**src/rtl/i2c_pkg.sv**
```systemverilog
// Shared definitions for the I2C master bit engine: command codes, phase
// state encoding, default timing constants and small command classifiers.
package i2c_pkg;

    typedef enum logic [2:0] {
        CMD_NOP   = 3'b000,
        CMD_READ  = 3'b001,
        CMD_START = 3'b010,
        CMD_STOP  = 3'b011,
        CMD_DATA0 = 3'b100,
        CMD_DATA1 = 3'b101,
        CMD_ACK   = 3'b110,
        CMD_NACK  = 3'b111
    } cmd_e;

    typedef enum logic [2:0] {
        ST_IDLE  = 3'd0,
        ST_PH_A  = 3'd1,
        ST_PH_B  = 3'd2,
        ST_PH_C  = 3'd3,
        ST_PH_D  = 3'd4,
        ST_ABORT = 3'd5
    } state_e;

    localparam int DEF_QUARTER_CYCLES = 4;
    localparam int DEF_STRETCH_LIMIT  = 1024;
    localparam int DEF_CNT_W          = 16;

    // SDA enable applied when entering phase B (1 = pull low).
    function automatic logic phase_b_sda(cmd_e c);
        logic [2:0] code;
        code = c;
        case (c)
            CMD_START, CMD_READ: return 1'b0;
            CMD_STOP:            return 1'b1;
            default:             return ~code[0];
        endcase
    endfunction

    // Commands that release SDA as a driven '1' and must watch for another master.
    function automatic logic arb_applies(cmd_e c);
        return (c == CMD_DATA1) || (c == CMD_NACK);
    endfunction

    // Commands whose phase D samples SDA into rx_bit.
    function automatic logic samples_rx(cmd_e c);
        return (c == CMD_READ) || (c == CMD_DATA0) || (c == CMD_DATA1) ||
               (c == CMD_ACK)  || (c == CMD_NACK);
    endfunction

endpackage

```
**src/rtl/i2c_phase_timer.sv**
```systemverilog
// Quarter-bit phase counter with a separate SCL stretch counter.
// phase_end marks the last counting cycle of a phase; stretch_expired marks the
// cycle on which the stretch counter reaches STRETCH_LIMIT.
module i2c_phase_timer #(
    parameter int QUARTER_CYCLES = 4,
    parameter int STRETCH_LIMIT  = 1024,
    parameter int CNT_W          = 16
) (
    input  logic clock,
    input  logic reset_n,
    input  logic clear,
    input  logic run,
    input  logic scl_high,
    output logic phase_end,
    output logic stretch_expired
);

    localparam logic [CNT_W-1:0] CNT_LAST = CNT_W'(QUARTER_CYCLES - 1);
    localparam logic [CNT_W-1:0] STR_LAST = CNT_W'(STRETCH_LIMIT - 1);

    logic [CNT_W-1:0] cnt_q, cnt_d;
    logic [CNT_W-1:0] str_q, str_d;

    // Count quarter-cycle time while SCL is high, stretch time while it is held low.
    always_comb begin
        cnt_d = cnt_q;
        str_d = str_q;
        if (clear) begin
            cnt_d = '0;
            str_d = '0;
        end else if (run) begin
            if (scl_high) begin
                cnt_d = cnt_q + 1'b1;
            end else begin
                str_d = str_q + 1'b1;
            end
        end
    end

    // Counter registers.
    always_ff @(posedge clock) begin
        if (!reset_n) begin
            cnt_q <= '0;
            str_q <= '0;
        end else begin
            cnt_q <= cnt_d;
            str_q <= str_d;
        end
    end

    assign phase_end       = run & scl_high & (cnt_q == CNT_LAST);
    assign stretch_expired = run & ~scl_high & (str_q == STR_LAST);

endmodule

```
**src/rtl/i2c_master_bit_engine.sv**
```systemverilog
// Bit-level I2C master: runs one bus primitive per command through four
// quarter-bit phases, with clock stretching, arbitration-loss detection and a
// stretch timeout. Line enables are registered so they change only on edges.
module i2c_master_bit_engine
    import i2c_pkg::*;
#(
    parameter int QUARTER_CYCLES = DEF_QUARTER_CYCLES,
    parameter int STRETCH_LIMIT  = DEF_STRETCH_LIMIT,
    parameter int CNT_W          = DEF_CNT_W
) (
    input  logic       clock,
    input  logic       reset_n,
    input  logic       cmd_valid,
    output logic       cmd_ready,
    input  logic [2:0] command,
    output logic       done,
    output logic       rx_bit,
    output logic       arb_lost,
    output logic       timeout,
    output logic       scl_oe,
    output logic       sda_oe,
    input  logic       scl_in,
    input  logic       sda_in
);

    state_e state_q, state_d;
    cmd_e   cmd_q, cmd_d;
    cmd_e   cmd_in;
    logic   scl_oe_q, scl_oe_d;
    logic   sda_oe_q, sda_oe_d;
    logic   done_q, done_d;
    logic   arb_q, arb_d;
    logic   to_q, to_d;
    logic   rx_q, rx_d;
    logic   idle_q, idle_d;
    logic   first_q;
    logic   abort_req;
    logic   arb_fail;
    logic   tmr_clear, tmr_run, tmr_scl_high;
    logic   phase_end, stretch_expired;

    assign cmd_in = cmd_e'(command);

    // Phase C only counts while SCL is really high; other phases ignore the line.
    assign tmr_run      = (state_q == ST_PH_A) || (state_q == ST_PH_B) ||
                          (state_q == ST_PH_C) || (state_q == ST_PH_D);
    assign tmr_scl_high = (state_q == ST_PH_C) ? scl_in : 1'b1;
    assign tmr_clear    = (state_d != state_q);

    // Another master pulled SDA low while we released it for a '1'.
    assign arb_fail = arb_applies(cmd_q) && !sda_oe_q && !sda_in &&
                      (((state_q == ST_PH_C) && scl_in) || (state_q == ST_PH_D));

    i2c_phase_timer #(
        .QUARTER_CYCLES (QUARTER_CYCLES),
        .STRETCH_LIMIT  (STRETCH_LIMIT),
        .CNT_W          (CNT_W)
    ) u_timer (
        .clock           (clock),
        .reset_n         (reset_n),
        .clear           (tmr_clear),
        .run             (tmr_run),
        .scl_high        (tmr_scl_high),
        .phase_end       (phase_end),
        .stretch_expired (stretch_expired)
    );

    // Next-state logic: phase sequencing plus the line action of the phase being entered.
    always_comb begin
        state_d   = state_q;
        cmd_d     = cmd_q;
        scl_oe_d  = scl_oe_q;
        sda_oe_d  = sda_oe_q;
        done_d    = 1'b0;
        arb_d     = arb_q;
        to_d      = to_q;
        rx_d      = rx_q;
        idle_d    = idle_q;
        abort_req = 1'b0;

        case (state_q)
            ST_IDLE: begin
                if (cmd_valid) begin
                    cmd_d = cmd_in;
                    arb_d = 1'b0;
                    to_d  = 1'b0;
                    case (cmd_in)
                        CMD_NOP: done_d = 1'b1;
                        CMD_START: begin
                            // From an idle bus SCL and SDA are already released.
                            if (idle_q) begin
                                state_d  = ST_PH_C;
                                scl_oe_d = 1'b0;
                            end else begin
                                state_d  = ST_PH_A;
                                scl_oe_d = 1'b1;
                            end
                        end
                        default: begin
                            state_d  = ST_PH_A;
                            scl_oe_d = 1'b1;
                        end
                    endcase
                end
            end
            ST_PH_A: begin
                if (phase_end) begin
                    state_d  = ST_PH_B;
                    sda_oe_d = phase_b_sda(cmd_q);
                end
            end
            ST_PH_B: begin
                if (phase_end) begin
                    state_d  = ST_PH_C;
                    scl_oe_d = 1'b0;
                end
            end
            ST_PH_C: begin
                if (stretch_expired) begin
                    abort_req = 1'b1;
                    to_d      = 1'b1;
                end else if (arb_fail) begin
                    abort_req = 1'b1;
                    arb_d     = 1'b1;
                end else if (phase_end) begin
                    state_d = ST_PH_D;
                    if (cmd_q == CMD_START) begin
                        sda_oe_d = 1'b1;
                    end else if (cmd_q == CMD_STOP) begin
                        sda_oe_d = 1'b0;
                    end
                end
            end
            ST_PH_D: begin
                if (first_q && samples_rx(cmd_q)) begin
                    rx_d = sda_in;
                end
                if (arb_fail) begin
                    abort_req = 1'b1;
                    arb_d     = 1'b1;
                end else if (phase_end) begin
                    state_d = ST_IDLE;
                    done_d  = 1'b1;
                    if (cmd_q == CMD_START) begin
                        idle_d = 1'b0;
                    end else if (cmd_q == CMD_STOP) begin
                        idle_d = 1'b1;
                    end
                end
            end
            ST_ABORT: state_d = ST_IDLE;
            default:  state_d = ST_IDLE;
        endcase

        // Aborts release both lines and treat the bus as free again.
        if (abort_req) begin
            state_d  = ST_ABORT;
            scl_oe_d = 1'b0;
            sda_oe_d = 1'b0;
            idle_d   = 1'b1;
            done_d   = 1'b1;
        end
    end

    // State, line-enable and flag registers.
    always_ff @(posedge clock) begin
        if (!reset_n) begin
            state_q  <= ST_IDLE;
            cmd_q    <= CMD_NOP;
            scl_oe_q <= 1'b0;
            sda_oe_q <= 1'b0;
            done_q   <= 1'b0;
            arb_q    <= 1'b0;
            to_q     <= 1'b0;
            rx_q     <= 1'b0;
            idle_q   <= 1'b1;
            first_q  <= 1'b0;
        end else begin
            state_q  <= state_d;
            cmd_q    <= cmd_d;
            scl_oe_q <= scl_oe_d;
            sda_oe_q <= sda_oe_d;
            done_q   <= done_d;
            arb_q    <= arb_d;
            to_q     <= to_d;
            rx_q     <= rx_d;
            idle_q   <= idle_d;
            first_q  <= (state_d != state_q);
        end
    end

    assign cmd_ready = (state_q == ST_IDLE);
    assign done      = done_q;
    assign rx_bit    = rx_q;
    assign arb_lost  = arb_q;
    assign timeout   = to_q;
    assign scl_oe    = scl_oe_q;
    assign sda_oe    = sda_oe_q;

endmodule

```
**config.mk**
```make
export PLATFORM = sky130hd
export DESIGN_NAME = i2c_master_bit_engine
export DESIGN_NICKNAME = d
export VERILOG_FILES = /design/src/rtl/i2c_pkg.sv /design/src/rtl/i2c_phase_timer.sv /design/src/rtl/i2c_master_bit_engine.sv
export SDC_FILE = /design/constraint.sdc
export NUM_CORES = 1
export LEC_CHECK = 0
export ABC_AREA = 1
export BUFFER_PORTS_ARGS = -buffer_cell sky130_fd_sc_hd__clkbuf_2
export CORE_MARGIN = 2
export CORE_UTILIZATION = 55
export DETAILED_ROUTE_END_ITERATION = 6
export HOLD_SLACK_MARGIN = 0.06
export PLACE_DENSITY_LB_ADDON = 0.3
export SLEW_MARGIN = 30
export SYNTH_ARGS = -nofsm -noshare
export SYNTH_HDL_FRONTEND = slang
export SYNTH_SLANG_ARGS = --single-unit
```
**constraint.sdc**
```tcl
create_clock -name clock -period 2.55 [get_ports clock]
set_input_delay 0.255 -clock clock [delete_from_list [all_inputs] [get_ports clock]]
set_output_delay 0.255 -clock clock [all_outputs]
set_load 0.02 [all_outputs]
```
# Word level (Yosys, flattened, before mapping)
# Index checks and enable logic that the tools add are counted.
dict set report classes {
  n_addsub 2
  eq_ne 24
  muxes 43
  bitwise 8
  reduce_logical 35
}
# cell n
set op_table {}
lappend op_table {{16-bit by 1-bit adder with 16-bit output (second input constant)} 2}
lappend op_table {{3-bit two-way mux} 9}
lappend op_table {{1-bit two-way mux} 23}
lappend op_table {{16-bit by 10-bit == test with 1-bit output (second input constant)} 1}
lappend op_table {{16-bit by 2-bit == test with 1-bit output (second input constant)} 1}
lappend op_table {{2-bit != test (second input constant)} 8}
lappend op_table {{3-bit by 2-bit == test with 1-bit output (second input constant)} 5}
lappend op_table {{3-bit == test (second input constant)} 5}
lappend op_table {{3-bit one-hot mux with 5 select lines} 1}
lappend op_table {{1-bit one-hot mux with 2 select lines} 7}
lappend op_table {{1-bit logical OR} 9}
lappend op_table {{2-bit AND reduction} 4}
lappend op_table {{4-bit AND reduction} 2}
lappend op_table {{2-bit nonzero test} 4}
lappend op_table {{3-bit by 1-bit == test with 1-bit output (second input constant)} 2}
lappend op_table {{3-bit logical NOT} 2}
lappend op_table {{3-bit one-hot mux with 2 select lines} 1}
lappend op_table {{3-bit AND reduction} 2}
lappend op_table {{6-bit AND reduction} 1}
lappend op_table {{2-bit OR reduction} 3}
lappend op_table {{1-bit logical AND} 5}
lappend op_table {{1-bit bitwise AND} 4}
lappend op_table {{1-bit inverter} 4}
lappend op_table {{3-bit by 1-bit != test with 1-bit output (second input constant)} 1}
lappend op_table {{other kinds (5)} 6}
dict set report word_totals {
  ff_bits 46
  in_bits 8
  word_cells 124
}

# Depth between registers and ports, before layout
# Gate-level depths: netlist of run 1.
dict set report depth {
  depth_word 13
  mapped_depth 16
}

# Modules after synthesis
# A second synthesis of run 1 with hierarchy kept.
dict set report hier_totals {
  hier_cells 393
  area_unflattened_um2 2590.0
}
# mod n_inst cells_per_inst area_each_um2 seq_area_each_um2
set modules_own_cells {}
lappend modules_own_cells {i2c_phase_timer 1 264 1735.4 640.6}
lappend modules_own_cells {i2c_master_bit_engine 1 129 854.6 280.3}

# Least setup slack after synthesis of run 1
# OpenSTA, ideal clock, no wires.
dict set report synth_timing {
  path_type {register to register}
  start {reg state_q[2]}
  end {reg u_timer.str_q[6]}
  setup_time_ns 0.062
  arrival_time_ns 1.801
  t_required_ns 2.488
  setup_slack_ns 0.687
  stages_incl_launch_ff 14
  path_buffers 1
  period_less_slack_ns 1.863
  cell_sequence {dfxtp_1 inv_1 nand2_1 inv_1 nand2_4 inv_1 o21ai_1 nand3_2 nand3_1 nand2_1 nor2_4 nand3_4 buf_6 nor2_2}
}
dict set report synth_via {
  word_cells_on_any_way 34
  cone_classes {eq/ne (5); mux (15); bitwise (5); reduce/logical (9)}
}
# element line
set synth_lines {}
lappend synth_lines {{start, declared} i2c_master_bit_engine.sv:26} ;# state_e state_q, state_d;
lappend synth_lines {{start signal, assigned} i2c_master_bit_engine.sv:179} ;# state_q <= state_d;
lappend synth_lines {{3-bit logical NOT} n/a}
lappend synth_lines {{named net cmd_ready} i2c_master_bit_engine.sv:14} ;# output logic cmd_ready,
lappend synth_lines {{3-bit one-hot mux with 5 select lines} i2c_master_bit_engine.sv:81} ;# case (state_q)
lappend synth_lines {{3-bit two-way mux} i2c_master_bit_engine.sv:156} ;# if (abort_req) begin
lappend synth_lines {{3-bit != test} i2c_master_bit_engine.sv:48} ;# assign tmr_clear = (state_d != state_q);
lappend synth_lines {{2-bit OR reduction (no line)} n/a}
lappend synth_lines {{end signal, assigned} i2c_phase_timer.sv:47} ;# str_q <= str_d;
lappend synth_lines {{end, declared} i2c_phase_timer.sv:22} ;# logic [CNT_W-1:0] str_q, str_d;
# The timed path passes the listed nets, and every way through them passes these cells.
# A chain may end at the register's enable or synchronous reset.

# Worst setup path in the final report of run 1
dict set report layout_timing {
  start {reg state_q[0]}
  end {reg u_timer.str_q[6]}
}
dict set report layout_via {
  elab_chain_cells 13
  word_cells_on_any_way 34
  cone_classes {eq/ne (5); mux (15); bitwise (5); reduce/logical (9)}
}
# element line
set layout_lines {}
lappend layout_lines {{3-bit by 1-bit == test with 1-bit output or 3-bit by 2-bit == test with 1-bit output (tied branches)} {i2c_master_bit_engine.sv:45, i2c_master_bit_engine.sv:81}}
lappend layout_lines {{1-bit logical OR (2 in a row)} i2c_master_bit_engine.sv:45} ;# assign tmr_run = (state_q == ST_PH_A) || (state_q == ST_PH_B) ||
lappend layout_lines {{1-bit logical OR} i2c_master_bit_engine.sv:46} ;# (state_q == ST_PH_C) || (state_q == ST_PH_D);
lappend layout_lines {{1-bit bitwise AND (2 in a row)} i2c_phase_timer.sv:51} ;# assign phase_end = run & scl_high & (cnt_q == CNT_LAST);
lappend layout_lines {{3-bit two-way mux} i2c_master_bit_engine.sv:125} ;# end else if (phase_end) begin
lappend layout_lines {{3-bit two-way mux} i2c_master_bit_engine.sv:122} ;# end else if (arb_fail) begin
lappend layout_lines {{3-bit two-way mux} i2c_master_bit_engine.sv:119} ;# if (stretch_expired) begin
lappend layout_lines {{3-bit one-hot mux with 5 select lines} i2c_master_bit_engine.sv:81}
lappend layout_lines {{3-bit two-way mux} i2c_master_bit_engine.sv:156}
lappend layout_lines {{3-bit != test} i2c_master_bit_engine.sv:48}
lappend layout_lines {{2-bit OR reduction (no line)} n/a}
# Several ways; a longest one is shown, not always the timed one.

==> results of run 1 <==
[worst paths after layout]
path                                    endpoint  slack, ns  depth (start not counted)
worst max-delay path            u_timer.str_q[6]       0.21                         14
worst min-delay path                      rx_bit       0.18                          3
worst max register to register  u_timer.str_q[6]       0.21                         14
worst min register to register            scl_oe       0.45                          2
[through the flow]
step	utilization, %	total power [mW]	hold slack (ns)	std cells	area [µm²]
2_1_floorplan	-	0.873	0.353	329	2490
3_3_place_gp	60.2	0.906	0.440	394	2620
3_5_place_dp	60.2	0.908	0.441	394	2620
4_1_cts	62.7	1.45	0.175	402	2730
5_1_grt	62.7	1.50	0.194	402	2730
6_report	62.7	1.44	0.178	402	2730
[worst register-to-register path: stages, from the launching register on]
cell and delay, ns:
dfxtp_1 0.37, nor2_2 0.20, nand2_2 0.14, nand2_2 0.12, nand2_4 0.08, nor2_4 0.21
nand2_4 0.10, nand2_4 0.08, nand4_1 0.12, nand2_1 0.08, nand2_1 0.08, nor2_4 0.12
nand3_4 0.24, buf_4 0.27, nor2_2 0.08
[layer usage]
layer | vias to the layer above | wire length [µm] | GRT usage [%]
met4 | 0 | 64 | 7.97
met2 | 29 | 2110 | 31.8
met1 | 937 | 2210 | 25.0
li1 | 1078 | - | -
met5 | - | 0 | 0
met3 | 7 | 141 | 4.64
[state kept, by name, indices dropped and copies added (netlist names)]
signal,count
scl_oe,1
idle_q,1
done,1
u_timer.cnt_q,16
arb_lost,1
first_q,1
rx_bit,1
u_timer.str_q,16
state_q,3
sda_oe,1
timeout,1
cmd_q,3
[cells in the mapped netlist]
master,number
dfxtp_1,46
buf_6,3
nor4_1,2
xor2_1,22
nand3_4,2
a21oi_1,8
a211oi_1,1
nor2_4,5
nand2_2,4
o22ai_1,3
clkbuf_1,1
nand4_1,11
inv_1,44
o2111ai_1,1
mux2i_1,2
nor3_1,6
xnor2_1,7
nor2_2,29
nand2_1,52
nand3_2,1
o21ai_0,9
o21ai_1,3
ha_1,2
nor2_1,41
o211ai_1,3
nor4b_1,1
and3_1,1
inv_2,1
nand3_1,13
nand2_4,5
[logic make-up (layout without fill, tap and decap cells)]
| group | Yosys count | after routing | share of synthesized area (%) |
|---|---|---|---|
| and+or+nand+nor | 173 | 173 | 36.3 |
| buffers and inverters | 49 | 70 | 8.30 |
| DFF | 46 | 46 | 37.0 |
| xor gates and xnor gates | 29 | 29 | 10.2 |
| AOI/OAI and AO/OA | 28 | 28 | 6.33 |
| adders and majority gates | 2 | 2 | 1.01 |
| muxes | 2 | 2 | 0.804 |
[layout make-up]
class                      count  area, µm²
tap                           52       65.1
timing repair buffer          17        105
sequential                    46        921
inverter                      45        169
clock buffer                   6       72.6
multi-input combinational    234       1360
clock inverter                 2       37.5
fill                         402       1620
[report_power, final]
| part | switching, mW | internal, mW | leakage (nW) | total [mW] |
|---|---|---|---|---|
| logic | 0.103 | 0.0483 | 0.697 | 0.151 |
| registers | 0.00982 | 0.730 | 0.372 | 0.739 |
| clock network | 0.258 | 0.293 | 0.0514 | 0.551 |
| total | 0.371 | 1.07 | 1.12 | 1.44 |
==> flow_metrics.tcl, run 1 <==
set metrics [dict create \
    clkLatencyLatePin_ns 0.31 \
    first_iter_violations 138 \
    relSlewSlack_pct 62.5 \
    dp_worst_setup_slack_ns 0.227 \
    antenna_cells 0 \
    synth_top_area_cell "dfxtp_1" \
    pin_count 15 \
    layout_setup_ws_ns 0.211 \
    root_buffer "clkbuf_8" \
    core-area_um2 4350 \
    yosysWarningCount 0 \
    die_w_um 71.3 \
    max-cap-violations 0 \
    path_cells "nor2_2 -> nand2_2 -> nand2_2 -> nand2_4 -> nor2_4 -> nand2_4 -> nand2_4 -> nand4_1 -> nand2_1 -> nand2_1 -> nor2_4 -> nand3_4 -> buf_4 -> nor2_2" \
    syn_area_um2 2490 \
    grt_pass1_wl_um 7980 \
    grt_pass1_vias 1902 \
    vias_per_cell 5.10 \
    setup_viol 0 \
    crit_path_max_incr_delay_ns 0.37 \
    finalCritPeriodShare_pct 91.7 \
    worst-path-max-fanout 14 \
    yosysSeqAreaShare_pct 37.0 \
    mostFrequentLayoutCells "nand2_1 (52), dfxtp_1 (46), inv_1 (44)" \
    cp_slowest_cell "dfxtp_1" \
    h-tree-depth 2 \
    avgSynthCellArea_um2 7.56 \
    crit_top_cell "nand2_4" \
    path_buf_inv 1 \
    fin_crit_ns 2.34 \
    drt-pass1-iter-count 5 \
    holdCritStartpoint "sda_in" \
    postCtsSetupBuffers 0 \
    worstPathRequired_ns 2.80 \
    wire_per_inst_um 11.2 \
    via_count 2051 \
    nNetsFinal 359 \
    clock_sinks 46 \
    cts_resized 0 \
    cp_top_family "simple AND/OR/NAND/NOR gates" \
    grt.overflow.total 0 \
    yosys-top-cells-area "dfxtp_1 (37%), nand2_1 (7.8%), xor2_1 (7.7%), nor2_2 (7.3%), inv_1 (6.6%)" \
    startpoint_type "register" \
    crit_path_end_kind "register" \
    holdCritPathClass "input port to register" \
    path_class "register to register" \
    leakage_nw 1.12 \
    postRouteAntennaNets 0 \
    drc_errors 0 \
    totalWireLength_um 4520 \
    drive_above_1_share_pct 20.3 \
    worst_slew_pin_slew_ns 0.558 \
    fmax_mhz 427 \
    critPathLaunch "state_q[0]" \
    grt_start_max_net_pins 15 \
    track_usage_pct 19.6 \
    synth_cell_type_count 30 \
    die-area_um2 5080 \
    row_count 24 \
    layout_commonest_cell "nand2_1" \
    gp_congestion 0.938 \
    tritoncts "yes" \
    hold_buffers 0 \
    synthDominantCellAreaShare_pct 37.0 \
    cts_buffer_depth 2 \
    pwr_density_cell_nw_per_um2 528 \
    status "finished, final reports clean" \
    numPortBuffers 14 \
    synth-seq-cells 46 \
    synthCells 329 \
    area_growth_pct 9.75 \
    finalHoldViolations 0 \
    setup_tns_ns 0 \
    fin_skew_ns 0.0104 \
    timing.rr.start "state_q[0]" \
    path_clk_slew_ns 0.09 \
    fp.dieH_um 71.3 \
    ir_worst_vdd_v 0.000307 \
    slew_violations 0 \
    antenna_found_initial 0 \
    start_util_pct 57.2 \
    hpwl_um 3430 \
    numCtsBuffers 5 \
    cp_data_arrival_time_ns 2.59 \
    synth_nets 339 \
    grt_setup_unrepaired "false" \
]
No activity file was read; power rests on OpenSTA's default activity.
==> run 2, diff against run 1 <==
Settings changed: ABC_AREA 1 to default, TNS_END_PERCENT from default to 100.
==> run 2 against run 1 <==
Worst setup slack improved by 0.11 ns. Global-route usage rose by 2.4 points. Core utilization rose by 0.15 points. Area after synthesis rose by 19%. Die area rose by 18%. Routed wire length rose by 44%. Sequential share of layout area fell by 5.2 points.
==> flow_metrics.tcl, run 2 <==
set metrics [dict create \
    status "finished, final reports clean" \
    max-cap-violations 0 \
    hold_buffers 0 \
    fmax_mhz 448 \
    start_util_pct 57.5 \
    antenna_cells 0 \
    drt-pass1-iter-count 4 \
    ir_worst_vdd_v 0.000310 \
    fin_crit_ns 2.23 \
    cts_buffer_depth 2 \
    synth-seq-cells 46 \
    layout_setup_ws_ns 0.317 \
    path_clk_slew_ns 0.09 \
    final.fill_count 466 \
    wire_per_inst_um 15.1 \
    yosysSeqAreaShare_pct 31.2 \
    synth_top_area_cell "dfxtp_1" \
    via_count 2710 \
    slew_violations 0 \
    setup_viol 0 \
    totalWireLength_um 6510 \
    clock_sinks 46 \
    crit_path_max_incr_delay_ns 0.56 \
    holdWs_ns 0.213 \
    layout_commonest_cell "dfxtp_1" \
    synthCells 349 \
    cp_top_family "simple AND/OR/NAND/NOR gates" \
    crit_path_end_kind "register" \
    grt_pass1_wl_um 10800 \
    cp_data_arrival_time_ns 2.43 \
    setup_tns_ns 0 \
    nNetsFinal 370 \
    h-tree-depth 2 \
    numPortBuffers 14 \
    drc_errors 0 \
    drive_above_1_share_pct 22.7 \
    finalCritPeriodShare_pct 87.6 \
    cp_slowest_cell "or4_4" \
    clkLatencyLatePin_ns 0.30 \
    tritoncts "yes" \
    dp_worst_setup_slack_ns 0.308 \
    yosysWarningCount 0 \
    area_growth_pct 9.40 \
    leakage_nw 1.08 \
    path_class "register to register" \
    synth_nets 359 \
    grt_pass1_vias 2391 \
    vias_per_cell 6.29 \
    synth_common_cells "dfxtp_1 (46), o21ai_0 (44), nand2_1 (37)" \
    top_regs "u_timer.cnt_q (16), u_timer.str_q (16)" \
    die_w_um 77.3 \
    relSlewSlack_pct 62.8 \
    path_buf_inv 0 \
    root_buffer "clkbuf_8" \
    pwr_density_cell_nw_per_um2 473 \
    track_usage_pct 21.9 \
    postCtsSetupBuffers 0 \
    postRouteAntennaNets 0 \
    row_count 26 \
    worstPathRequired_ns 2.75 \
    pin_count 15 \
    holdCritPathClass "input port to register" \
    worst-path-max-fanout 33 \
    worst_slew_pin_slew_ns 0.555 \
    startpoint_type "register" \
    fin_skew_ns 0.0137 \
    avgSynthCellArea_um2 8.46 \
    yosys-top-cells-area "dfxtp_1 (31%), o22ai_2 (13%), o21ai_0 (7.5%), nand2_1 (4.7%), nor4_1 (3.8%)" \
    synth-edff-count 0 \
    grt_setup_unrepaired "false" \
    grt_start_max_net_pins 34 \
    cts_resized 0 \
    gp_congestion 0.945 \
    async_reset_ff_share_pct 0 \
    hpwl_um 4510 \
    mostFrequentLayoutCells "dfxtp_1 (46), o21ai_0 (44), nand2_1 (37)" \
    numCtsBuffers 5 \
    synth_cell_type_count 56 \
    antenna_found_initial 0 \
    grt.overflow.total 0 \
    path_cells "or4_4 -> nor3_4 -> a31oi_4 -> mux2_4 -> o221a_2" \
    core-area_um2 5140 \
    synth_most_common_cell "dfxtp_1" \
    first_iter_violations 291 \
    die-area_um2 5970 \
    synthDominantCellAreaShare_pct 31.2 \
    fp.dieH_um 77.3 \
    syn_area_um2 2950 \
    ys.flop_type "dfxtp_1" \
    finalHoldViolations 0 \
]
[run 2: layout make-up]
| cell class | count | area, µm² | area share (%) |
|---|---|---|---|
| tap | 70 | 87.6 | 2.71 |
| clock buffer | 5 | 68.8 | 2.13 |
| sequential | 46 | 921 | 28.5 |
| clock inverter | 3 | 40.0 | 1.24 |
| inverter | 13 | 48.8 | 1.51 |
| timing repair buffer | 28 | 188 | 5.81 |
| multi-input combinational | 266 | 1880 | 58.1 |
[run 2: per-layer routing]
metal	GRT usage (%)	vias up	routed length [µm]
met1	28.7	1281	3070
met5	0	-	0
met2	36.1	69	3090
met3	4.47	10	246
li1	-	1350	-
met4	7.14	0	95
[run 2: path summary, 6_finish.rpt]
| path | slack, ns | end | start | cells past startpoint |
|---|---|---|---|---|
| hold / removal | 0.21 | cmd_q[2] | command[2] | 3 |
| setup reg to reg | 0.32 | first_q | u_timer.str_q[10] | 5 |
| setup / recovery | 0.32 | first_q | u_timer.str_q[10] | 5 |
| hold reg to reg | 0.51 | arb_lost | arb_lost | 2 |
[run 2: power breakdown]
part	internal (mW)	switching, mW
logic	0.0970	0.143
registers	0.734	0.0154
clock network	0.289	0.251
[run 2: kinds of logic after synthesis]
logic type	after synthesis	synth area share, %
AOI/OAI and AO/OA	116	31.7
buffers and inverters	37	6.01
DFF	46	31.2
xor gates and xnor gates	12	3.56
adders and majority gates	2	0.847
and+or+nand+nor	130	24.4
muxes	6	2.29
[run 2: worst min-delay path: cells and delay by family]
kind	cells	cell delay, ns
buffers and inverters	1	0.10
AND/OR/NAND/NOR	1	0.07
AO/OA/AOI/OAI	1	0.06
[run 2: metrics by stage]
stage          power (mW)  util (%)  instance area (µm²)  cells
2_1_floorplan       0.939         -                 2950    349
3_3_place_gp         1.00      60.8                 3120    423
3_5_place_dp         1.00      60.8                 3120    423
4_1_cts              1.53      62.9                 3230    431
5_1_grt              1.59      62.9                 3230    431
6_report             1.53      62.9                 3230    431
==> run 3, diff against run 2 <==
Settings changed: CELL_PAD_IN_SITES_DETAIL_PLACEMENT from default to 1, CELL_PAD_IN_SITES_GLOBAL_PLACEMENT from default to 1, CORE_UTILIZATION 55 to 50.
Clock period 2.55 ns to 2.8 ns, I/O delays scaled along.
==> run 3 against run 2 <==
Design area shrank 1.2%. Non-clock buffer count shrank 5. Maximum frequency shrank 8.6%. Flip-flop and latch count is the same. Clock power shrank 18%. Sequential share of layout area grew 0.36 points. Global-route usage grew 5.2 points. Count of clock-buffer cells in the layout grew 2. Critical path type unchanged. Largest cell class unchanged. Largest power group unchanged. Highest routed layer unchanged.
==> flow_metrics.tcl, run 3 (same netlist as run 2, synthesis figures left out) <==
set metrics [dict create \
    cts_buffer_depth 2 \
    use_met2_pct 47.3 \
    setup_viol 0 \
    worstPathRequired_ns 3.06 \
    antenna_cells 0 \
    gp_congestion 0.788 \
    fin_crit_ns 2.44 \
    status "finished, final reports clean" \
    track_usage_pct 27.1 \
    row_count 27 \
    fp.dieH_um 80.9 \
    h-tree-depth 2 \
    grt_util_met3_pct 4.78 \
    grt_setup_unrepaired "false" \
    grt.overflow.total 0 \
    drc_errors 0 \
    crit_end "first_q" \
    drive_above_1_share_pct 21.3 \
    slew_violations 0 \
    drt-pass1-iter-count 4 \
    top_usage_layer "met2" \
    fmax_mhz 409 \
    wire_per_inst_um 19.1 \
    path_class "register to register" \
    via_count 2791 \
    root_buffer "clkbuf_8" \
    worst_slew_pin_slew_ns 0.581 \
    holdCritPathClass "input port to register" \
    layout_commonest_cell "dfxtp_1" \
    relSlewSlack_pct 61.1 \
    postRouteAntennaNets 0 \
    setup_tns_ns 0 \
    final.fill_count 697 \
    max-cap-violations 0 \
    nNetsFinal 365 \
    critPathLaunch "state_q[2]" \
    path_clk_slew_ns 0.09 \
    grt_use_met1_pct 34.1 \
    totalWireLength_um 8180 \
    pwr_density_cell_nw_per_um2 423 \
    regToRegSetupSlack_ns 0.36 \
    crit_path_end_kind "register" \
    area_growth_pct 8.05 \
    leakage_nw 1.05 \
    fin_skew_ns 0.0106 \
    finalCritPeriodShare_pct 87.3 \
    finalHoldViolations 0 \
    top_regs "u_timer.cnt_q (16), u_timer.str_q (16)" \
    tritoncts "yes" \
    worst-path-max-fanout 33 \
    vias_per_cell 6.52 \
    timing.rr.start "state_q[2]" \
    mostFrequentLayoutCells "dfxtp_1 (46), o21ai_0 (44), nand2_1 (37)" \
    clock_sinks 46 \
    first_iter_violations 211 \
    grt_start_max_net_pins 34 \
    r2r-end "first_q" \
    cp_data_arrival_time_ns 2.70 \
    postCtsSetupBuffers 0 \
    seqPwrFrac_pct 50.6 \
    rr_worst_depth 5 \
    clkLatencyLatePin_ns 0.31 \
    antenna_found_initial 0 \
    power_mw 1.35 \
    numCtsBuffers 5 \
    place_area_um2 3100 \
    die-area_um2 6540 \
    internal_power_mw 0.954 \
    grt_pass1_vias 2823 \
    power_switching_share_pct 29.4 \
    p_switching_mw 0.397 \
    start_util_pct 52.7 \
    numPortBuffers 14 \
    finish.instance_area_um2 3190 \
    die_w_um 80.9 \
    multi_input_area_um2 1880 \
    startpoint_type "register" \
    seqCellArea_um2 921 \
    clkPwrFrac_pct 32.8 \
    grt_pass1_wl_um 13800 \
    core-area_um2 5610 \
    ir_worst_vdd_v 0.000296 \
    hold_buffers 0 \
    hpwl_um 5510 \
    cts_resized 0 \
    power_frac_comb_pct 16.6 \
    pin_count 15 \
]
-- run 3: cell types whose count changed in the layout (fill, tap and decap cells not counted), sizes merged --
cell    before  now
clkbuf      19   21
bufinv       1    0
clkinv       3    2
buf         14    9
-- run 3: cell type report --
cell class	count	share of cell area, %
clock inverter	1	0.157
inverter	13	1.53
timing repair buffer	23	5.10
clock buffer	7	2.70
sequential	46	28.9
multi-input combinational	266	58.8
tap	72	2.82
-- run 3: how the worst min path moves through the flow --
stage,slack (ns),cells after the start,start,to
global placement,0.48,2,arb_lost,arb_lost
global route,0.22,3,sda_in,rx_bit
detailed placement,0.50,2,arb_lost,arb_lost
finish,0.22,3,sda_in,rx_bit
floorplan,0.42,2,command[2],cmd_q[2]
CTS,0.23,3,sda_in,rx_bit
-- run 3: layer usage --
| layer | up-vias | part of all wire, % |
|---|---|---|
| met5 | - | 0 |
| met3 | 10 | 3.6 |
| met4 | 0 | 1.1 |
| li1 | 1336 | - |
| met2 | 62 | 49 |
| met1 | 1383 | 46 |
-- run 3: power by group through the flow --
stage                     sequential, mW  combinational (mW)  clock [mW]
after floorplan                    0.693               0.162           0
after global routing               0.686               0.242       0.479
after CTS                          0.684               0.224       0.443
after global placement             0.698               0.216           0
final                              0.684               0.224       0.443
after detailed placement           0.699               0.222           0
-- run 3: worst max-delay path: stages (launching register included) --
cell	delay [ns]
dfxtp_1	0.59
or3_1	0.26
nand4_1	0.32
o21ai_0	0.34
mux2_4	0.58
o221a_2	0.29
-- run 3: metrics by stage --
step | util (%) | cells | worst slack (ns) | hold slack, ns
floorplan | - | 349 | 0.844 | 0.419
global placement | 55.3 | 420 | 0.475 | 0.479
detailed placement | 55.3 | 420 | 0.428 | 0.498
CTS | 56.9 | 428 | 0.362 | 0.231
global route | 56.9 | 428 | 0.124 | 0.223
finish | 56.9 | 428 | 0.357 | 0.223
